### config.mk
export PLATFORM = sky130hd
export DESIGN_NAME = uart_rx_fifo
export DESIGN_NICKNAME = d
export VERILOG_FILES = /design/src/rtl/uart_rx_fifo.sv
export SDC_FILE = /design/constraint.sdc
export NUM_CORES = 1
export LEC_CHECK = 0
export BUFFER_PORTS_ARGS = -buffer_cell sky130_fd_sc_hd__buf_2
export CAP_MARGIN = 20
export CORE_MARGIN = 2
export CORE_UTILIZATION = 45
export DETAILED_ROUTE_END_ITERATION = 6
export PLACE_DENSITY = 0.74
export REMOVE_ABC_BUFFERS = 1
export SLEW_MARGIN = 20
export SYNTH_ARGS = -nofsm -noshare
export SYNTH_HDL_FRONTEND = slang
export SYNTH_SLANG_ARGS = --single-unit
### constraint.sdc
create_clock -name i_clk -period 7.2 [get_ports i_clk]
set_input_delay 0.72 -clock i_clk [delete_from_list [all_inputs] [get_ports i_clk]]
set_output_delay 0.72 -clock i_clk [all_outputs]
set_load 0.05 [all_outputs]
### src/rtl/uart_rx_fifo.sv
`timescale 1ns/1ps
// uart_rx_fifo: receive-side byte FIFO sitting directly behind the UART receiver.
// Captures bytes on the new_data/ack handshake into a power-of-two circular
// buffer and presents them show-ahead with level, full and sticky overrun.
// Optional feature macro: UART_RX_FIFO_WATERMARK_EN adds parameter WATERMARK
// and a registered level-threshold output wm_irq.
module uart_rx_fifo #(
    parameter int unsigned DEPTH = 16,
`ifdef UART_RX_FIFO_WATERMARK_EN
    parameter int unsigned WATERMARK = DEPTH / 2,
`endif
    localparam int unsigned ADDR_W = $clog2(DEPTH)
) (
    input  logic              i_clk,
    input  logic              i_reset,
    input  logic [7:0]        rx_data,
    input  logic              rx_new_data,
    output logic              rx_ack,
    output logic [7:0]        rd_data,
    output logic              rd_valid,
    input  logic              rd_en,
    output logic [ADDR_W:0]   level,
    output logic              full,
    output logic              overrun,
`ifdef UART_RX_FIFO_WATERMARK_EN
    output logic              wm_irq,
`endif
    input  logic              clr_overrun
);

    localparam logic [ADDR_W:0]   LVL_FULL = (ADDR_W+1)'(DEPTH);
    localparam logic [ADDR_W:0]   LVL_ONE  = (ADDR_W+1)'(1);
    localparam logic [ADDR_W-1:0] PTR_ONE  = ADDR_W'(1);

    logic [7:0]        r_mem [DEPTH];
    logic [ADDR_W-1:0] r_wr_ptr;
    logic [ADDR_W-1:0] r_rd_ptr;
    logic [ADDR_W:0]   r_level;
    logic              r_ack;
    logic              r_overrun;

    logic              w_capture;
    logic              w_nonempty;
    logic              w_full;
    logic              w_pop;
    logic              w_write;
    logic              w_drop;

    // Handshake and FIFO control decode; new_data is masked while ack is high
    // so a held byte is captured only once.
    always_comb begin
        w_capture  = rx_new_data & ~r_ack;
        w_nonempty = (r_level != '0);
        w_full     = (r_level == LVL_FULL);
        w_pop      = rd_en & w_nonempty;
        w_write    = w_capture & (~w_full | w_pop);
        w_drop     = w_capture & w_full & ~w_pop;
    end

    // Byte storage; contents survive reset, only pointers are cleared.
    always_ff @(posedge i_clk) begin
        if (w_write) begin
            r_mem[r_wr_ptr] <= rx_data;
        end
    end

    // Pointers and occupancy counter; level is kept separately so full and
    // empty never alias when the pointers meet.
    always_ff @(posedge i_clk or posedge i_reset) begin
        if (i_reset) begin
            r_wr_ptr <= '0;
            r_rd_ptr <= '0;
            r_level  <= '0;
        end else begin
            if (w_write) begin
                r_wr_ptr <= r_wr_ptr + PTR_ONE;
            end
            if (w_pop) begin
                r_rd_ptr <= r_rd_ptr + PTR_ONE;
            end
            if (w_write && !w_pop) begin
                r_level <= r_level + LVL_ONE;
            end else if (w_pop && !w_write) begin
                r_level <= r_level - LVL_ONE;
            end
        end
    end

    // One-cycle acknowledge for every capture, including dropped bytes.
    always_ff @(posedge i_clk or posedge i_reset) begin
        if (i_reset) begin
            r_ack <= 1'b0;
        end else begin
            r_ack <= w_capture;
        end
    end

    // Sticky overrun; a new drop takes priority over a same-cycle clear.
    always_ff @(posedge i_clk or posedge i_reset) begin
        if (i_reset) begin
            r_overrun <= 1'b0;
        end else if (w_drop) begin
            r_overrun <= 1'b1;
        end else if (clr_overrun) begin
            r_overrun <= 1'b0;
        end
    end

`ifdef UART_RX_FIFO_WATERMARK_EN
    localparam logic [ADDR_W:0] WM_LVL = (ADDR_W+1)'(WATERMARK);

    logic r_wm;

    // Watermark flag follows the registered level one cycle later.
    always_ff @(posedge i_clk or posedge i_reset) begin
        if (i_reset) begin
            r_wm <= 1'b0;
        end else begin
            r_wm <= (r_level >= WM_LVL);
        end
    end

    assign wm_irq = r_wm;
`endif

    assign rx_ack   = r_ack;
    assign rd_data  = r_mem[r_rd_ptr];
    assign rd_valid = w_nonempty;
    assign level    = r_level;
    assign full     = w_full;
    assign overrun  = r_overrun;

endmodule

==> results of run 1 <==
-- cells by family (layout without fill, tap and decap cells) --
kind of cell,count (synthesis),count (layout),share of synthesized area
flops,143,143,0.724
mux,51,51,0.122
xor+xnor,10,10,0.0150
fa+ha+maj,10,10,0.0228
buf+inv,25,74,0.0241
compound gates,41,41,0.0543
simple gates,46,46,0.0372
-- critical path, stage by stage, from the launching register on --
cell and delay (ns):
dfrtp_1 0.89, and2_1 0.69, a221oi_1 0.20, a22oi_1 0.25
nand2_1 0.10, buf_2 0.22
-- cell usage in the layout, fill, tap and decap left out, types with 2 or more instances in the layout --
cell type,count
and2_1,2
inv_1,8
inv_6,2
nand2b_1,3
bufinv_16,4
clkinv_2,3
clkinv_4,2
clkbuf_16,17
dfrtp_1,14
clkinvlp_4,2
mux4_2,16
a22oi_1,8
buf_2,29
xnor2_1,9
mux2i_1,33
edfxtp_1,128
buf_4,5
a221oi_1,16
nor2_1,15
ha_1,9
nor3_1,4
a21oi_1,2
nand2_1,17
o21ai_0,11
nand4_1,2
a21o_1,2
-- flip-flops by register name, indices dropped and copies added (netlist names) --
| register | count |
|---|---|
| r_mem | 128 |
| rx_ack | 1 |
| r_rd_ptr | 4 |
| r_wr_ptr | 4 |
| overrun | 1 |
| level | 5 |
-- power by group --
group / switching (mW) / internal [mW]
registers: 0.103 / 0.995
logic: 0.622 / 0.338
clock network: 0.325 / 0.579
-- worst min path at each step --
| stage | start | cells past startpoint | end | slack [ns] |
|---|---|---|---|---|
| 2_1_floorplan | r_wr_ptr[3] | 1 | r_wr_ptr[3] | 0.56 |
| 3_3_place_gp | overrun | 1 | overrun | 0.47 |
| 3_5_place_dp | overrun | 1 | overrun | 0.49 |
| 4_1_cts | i_reset | 2 | level[4] | 0.36 |
| 5_1_grt | i_reset | 2 | overrun | 0.41 |
| 6_report | i_reset | 2 | overrun | 0.36 |
-- layer usage --
metal,share of wire,vias to the layer above
met1,0.40,1523
met4,0.015,0
li1,-,1359
met2,0.52,141
met5,0,-
met3,0.074,19
-- layout make-up --
cell class / instances / area (um^2) / area share
inverters: 8 / 30.0 / 0.00446
flip-flops and latches: 143 / 4220 / 0.627
repair buffers: 34 / 183 / 0.0271
well taps: 172 / 215 / 0.0320
multi-input cells: 158 / 1470 / 0.218
clock buffers: 18 / 429 / 0.0637
clock inverters: 14 / 189 / 0.0281
-- per-stage QoR --
| stage | setup slack [ns] | power, mW | hold slack (ns) | instances | area, um^2 |
|---|---|---|---|---|---|
| after global placement | 3.98 | 2.04 | 0.474 | 515 | 6110 |
| after global routing | 3.51 | 3.09 | 0.410 | 547 | 6740 |
| final | 3.70 | 2.96 | 0.362 | 547 | 6740 |
| after detailed placement | 3.91 | 2.07 | 0.492 | 515 | 6110 |
| after CTS | 3.48 | 2.98 | 0.360 | 547 | 6730 |
| after floorplan | 3.51 | 1.83 | 0.556 | 309 | 5720 |
==> flow_summary.ini, run 1 <==
[cts]
cts_buffers = 17
clockRootBuffer = clkbuf_16
cts_sinks = 143
cts_setup_buffers = 0
cts_resized = 0
ctsHtreeMaxLevel = 4
insertion_delay_ns = 0.41
cts-hold-fix-buffers = 0
clk_pin_slew_worst_paths_ns = 0.06
clock_path_buffers = 2
tritoncts = done

[global_route]
first_global_vias = 3109
grt_max_degree = 52
use_met1 = 0.217
grt_pass1_wl_um = 17500
grtUsageMet2 = 0.275
grt_util_all_layers = 0.170
grt_util_met3 = 0.0489
antenna_found_initial = 0
overflow = 0
top_usage_layer = met2

[flow_run]
maxCapViolations = 0

[setup_path]
path_class = reg -> out
path_max_fanout = 20
worstReg2RegEnd = level[4]
worstPathArrival_ns = 2.78
cp.required_ns = 6.48
crit_start = r_rd_ptr[1]
cp-end-kind = primary output
r2r_setup_slack_ns = 4.38
start_kind = register
crit_path_end = rd_data[0]
rr_worst_depth = 10
crit-reg2reg-launch = level[0]

[yosys]
ys_seq_area_frac = 0.724
synth_common_cells = edfxtp_1 (128), mux2i_1 (33), nand2_1 (17), a221oi_1 (16), mux4_2 (16)
syn_area_per_cell_um2 = 17.9
synth.distinct_cells = 32
synth_top_area_frac = 0.660
synth_edf_count = 128
synthesis.area_um2 = 5830
syn_inst = 326
synth_ff_type = edfxtp_1
async_flop_share = 0.105
synth_seq_cells = 143
synth_top_area_cell = edfxtp_1
ys_warn_count = 0
yosysMostFrequentCell = edfxtp_1
yosys-top-cells-area = edfxtp_1 (66%), dfrtp_1 (6.4%), mux4_2 (6.2%)

[floorplan]
start_util = 0.462
fp.dieArea_um2 = 13900
core_area_um2 = 12600
rows = 41
io_pins = 30
fp.dieW_um = 118
die_h_um = 118

[placement]
port_buffers = 29
place_congestion = 0.831
dp_hpwl_um = 6790

[routing]
postRouteAntennaNets = 0
drt-initial-drc-count = 227
dr.pass1.iters = 5
viasPerCell = 5.56
wire_per_inst_um = 20.4
drc = 0
num_vias = 3042
drt_wl_total_um = 11200

[power]
p_leak_nw = 2.38
irDropWorstVdd_mv = 0.183
p_per_area_nw_per_um2 = 440

[timing]
min_period_ns = 3.50
fin_crit_sh = 0.486
max_freq_mhz = 286
maxSlewHeadroom = 0.340
setup-violations-final = 0
tightestPinTransition_ns = 0.986
slew_viol_final = 0
clock_skew_ns = 0.00870
rsz0062_at_grt = no
final_hold_viol_count = 0
fin_tns_setup_ns = 0

[layout]
diodes = 0
layout-drive-gt1-share = 0.227
fill_cells = 990
area_growth_syn_to_layout_pct = 15.6
fin_nets = 385
post-route-util = 0.534

[outcome]
status = finished, final reports clean

[min_path]
min_path_type = in -> async
Power figures use the tool's default switching activity.
==> run 2, diff against run 1 <==
==> constraint.sdc (replaced) <==
create_clock -name i_clk -period 3.4 [get_ports i_clk]
set_input_delay 0.34 -clock i_clk [delete_from_list [all_inputs] [get_ports i_clk]]
set_output_delay 0.34 -clock i_clk [all_outputs]
set_load 0.05 [all_outputs]
==> run 2 against run 1 <==
Wire length shrank 0.65%. Worst hold slack worse by 0.15 ns. Count of clock-buffer cells in the layout up 1. Critical path depth is the same. Design area increased by 1.2%. Combinational power rose by 120%. Non-clock buffer count rose by 8. Sequential share of layout area down 0.77 points. First-iteration DRC count is 1.8% higher. Final cell count rose by 1.3%. Sequential power grew 110%. Critical path type unchanged.
==> flow_summary.ini, run 2 (synthesis results as in run 1) <==
[floorplan]
die_h_um = 118
rows = 41
start_util = 0.462
io_pins = 30
core_area_um2 = 12600
fp.dieW_um = 118
fp.dieArea_um2 = 13900

[layout]
area_growth_syn_to_layout_pct = 17.1
most-common-layout-cells = edfxtp_1 (128), mux2i_1 (33), buf_2 (29)
layout-drive-gt1-share = 0.236
fill_cells = 1018
diodes = 0
post-route-util = 0.540
multi_input_area_um2 = 1470
final_common_cell = edfxtp_1
top_register = r_mem
fin_nets = 393
largest_reg_flops = 128
layout.area.seq_um2 = 4220

[cts]
clock_path_buffers = 2
tritoncts = done
cts_resized = 0
cts-hold-fix-buffers = 1
cts_buffers = 17
ctsHtreeMaxLevel = 4
cts_setup_buffers = 0
insertion_delay_ns = 0.41
clockRootBuffer = clkbuf_16
clk_pin_slew_worst_paths_ns = 0.05
cts_sinks = 143

[routing]
drc = 0
drt-initial-drc-count = 231
postRouteAntennaNets = 0
wire_per_inst_um = 20.0
num_vias = 3060
dr.pass1.iters = 4
drt_wl_total_um = 11100
viasPerCell = 5.52

[power]
pwr-share-comb = 0.330
pwr-share-seq = 0.367
power.total_mw = 6.35
p_per_area_nw_per_um2 = 931
power_frac_clock = 0.302
irDropWorstVdd_mv = 0.421
switching_share = 0.354
p_leak_nw = 2.43
switching_power_mw = 2.25
internal-power_mw = 4.10

[outcome]
status = finished, final reports clean

[min_path]
worstHoldStart = clr_overrun
min_to = overrun
hold_path_depth = 3
min_path_type = in -> reg

[timing]
min_period_ns = 2.91
rsz0062_at_grt = no
timing.final.ws_setup_ns = 0.485
max_freq_mhz = 343
maxSlewHeadroom = 0.407
fin_tns_setup_ns = 0
clock_skew_ns = 0.00695
slew_viol_final = 0
setup-violations-final = 0
fin_crit_sh = 0.857
tightestPinTransition_ns = 0.887
final_hold_viol_count = 0

[setup_path]
worstPathArrival_ns = 2.57
cp-end-kind = primary output
crit-reg2reg-launch = level[0]
cp.required_ns = 3.06
rr_worst_depth = 10
r2r_setup_slack_ns = 0.65
start_kind = register
path_class = reg -> out
worstReg2RegEnd = level[4]
path_max_fanout = 17

[global_route]
grt_pass1_wl_um = 17500
grt_util_all_layers = 0.171
overflow = 0
first_global_vias = 3088
antenna_found_initial = 0
grt_max_degree = 21

[placement]
place_congestion = 0.808
port_buffers = 29
dp_hpwl_um = 7040
dp_slack_ns = 0.668

[flow_run]
maxCapViolations = 0
## run 2: changes by cell type in the layout (fill, tap and decap cells not counted), sizes merged
cell,change
buf,+7
clkbuf,+1
clkinv,-2
dlygate4sd3,+1
## run 2: layout make-up
cell class	instances	area share
clock buffer	19	0.0635
clock inverter	12	0.0270
inverter	8	0.00440
multi-input combinational	158	0.215
sequential	143	0.619
tap	172	0.0316
timing repair buffer	42	0.0396
## run 2: through the flow
step           std cells  area, um^2  hold slack (ns)
6_report             554        6820            0.212
5_1_grt              554        6820            0.243
4_1_cts              554        6820            0.201
3_5_place_dp         522        6190            0.428
3_3_place_gp         522        6190            0.418
2_1_floorplan        309        5720            0.241
## run 2: power by group through the flow
stage          Combinational [mW]  Clock, mW  Sequential [mW]
6_report                     2.10       1.92             2.33
4_1_cts                      2.11       1.94             2.34
5_1_grt                      2.26       2.02             2.36
3_3_place_gp                 2.06          0             2.35
2_1_floorplan                1.35          0             2.52
3_5_place_dp                 2.10          0             2.37
## run 2: per-layer routing
metal	global-route usage	wire length (um)	up-vias
li1	-	-	1377
met4	0.0730	136	0
met5	0	0	-
met3	0.0484	668	8
met2	0.264	5630	90
met1	0.228	4670	1585
## run 2: worst max path at each step
stage                startpoint         end  slack, ns
finish              r_rd_ptr[2]  rd_data[3]       0.49
detailed placement     level[0]    level[4]       0.67
floorplan           r_rd_ptr[0]  rd_data[0]       0.09
global route        r_rd_ptr[2]  rd_data[3]       0.30
CTS                 r_rd_ptr[2]  rd_data[3]       0.47
global placement       level[0]    level[4]       0.76
## run 2: critical path, stage by stage, from the launching register on
cell	delay (ns)
dfrtp_1	0.53
and2_1	0.50
a221oi_1	0.58
o21ai_0	0.17
nand2_1	0.12
buf_2	0.27
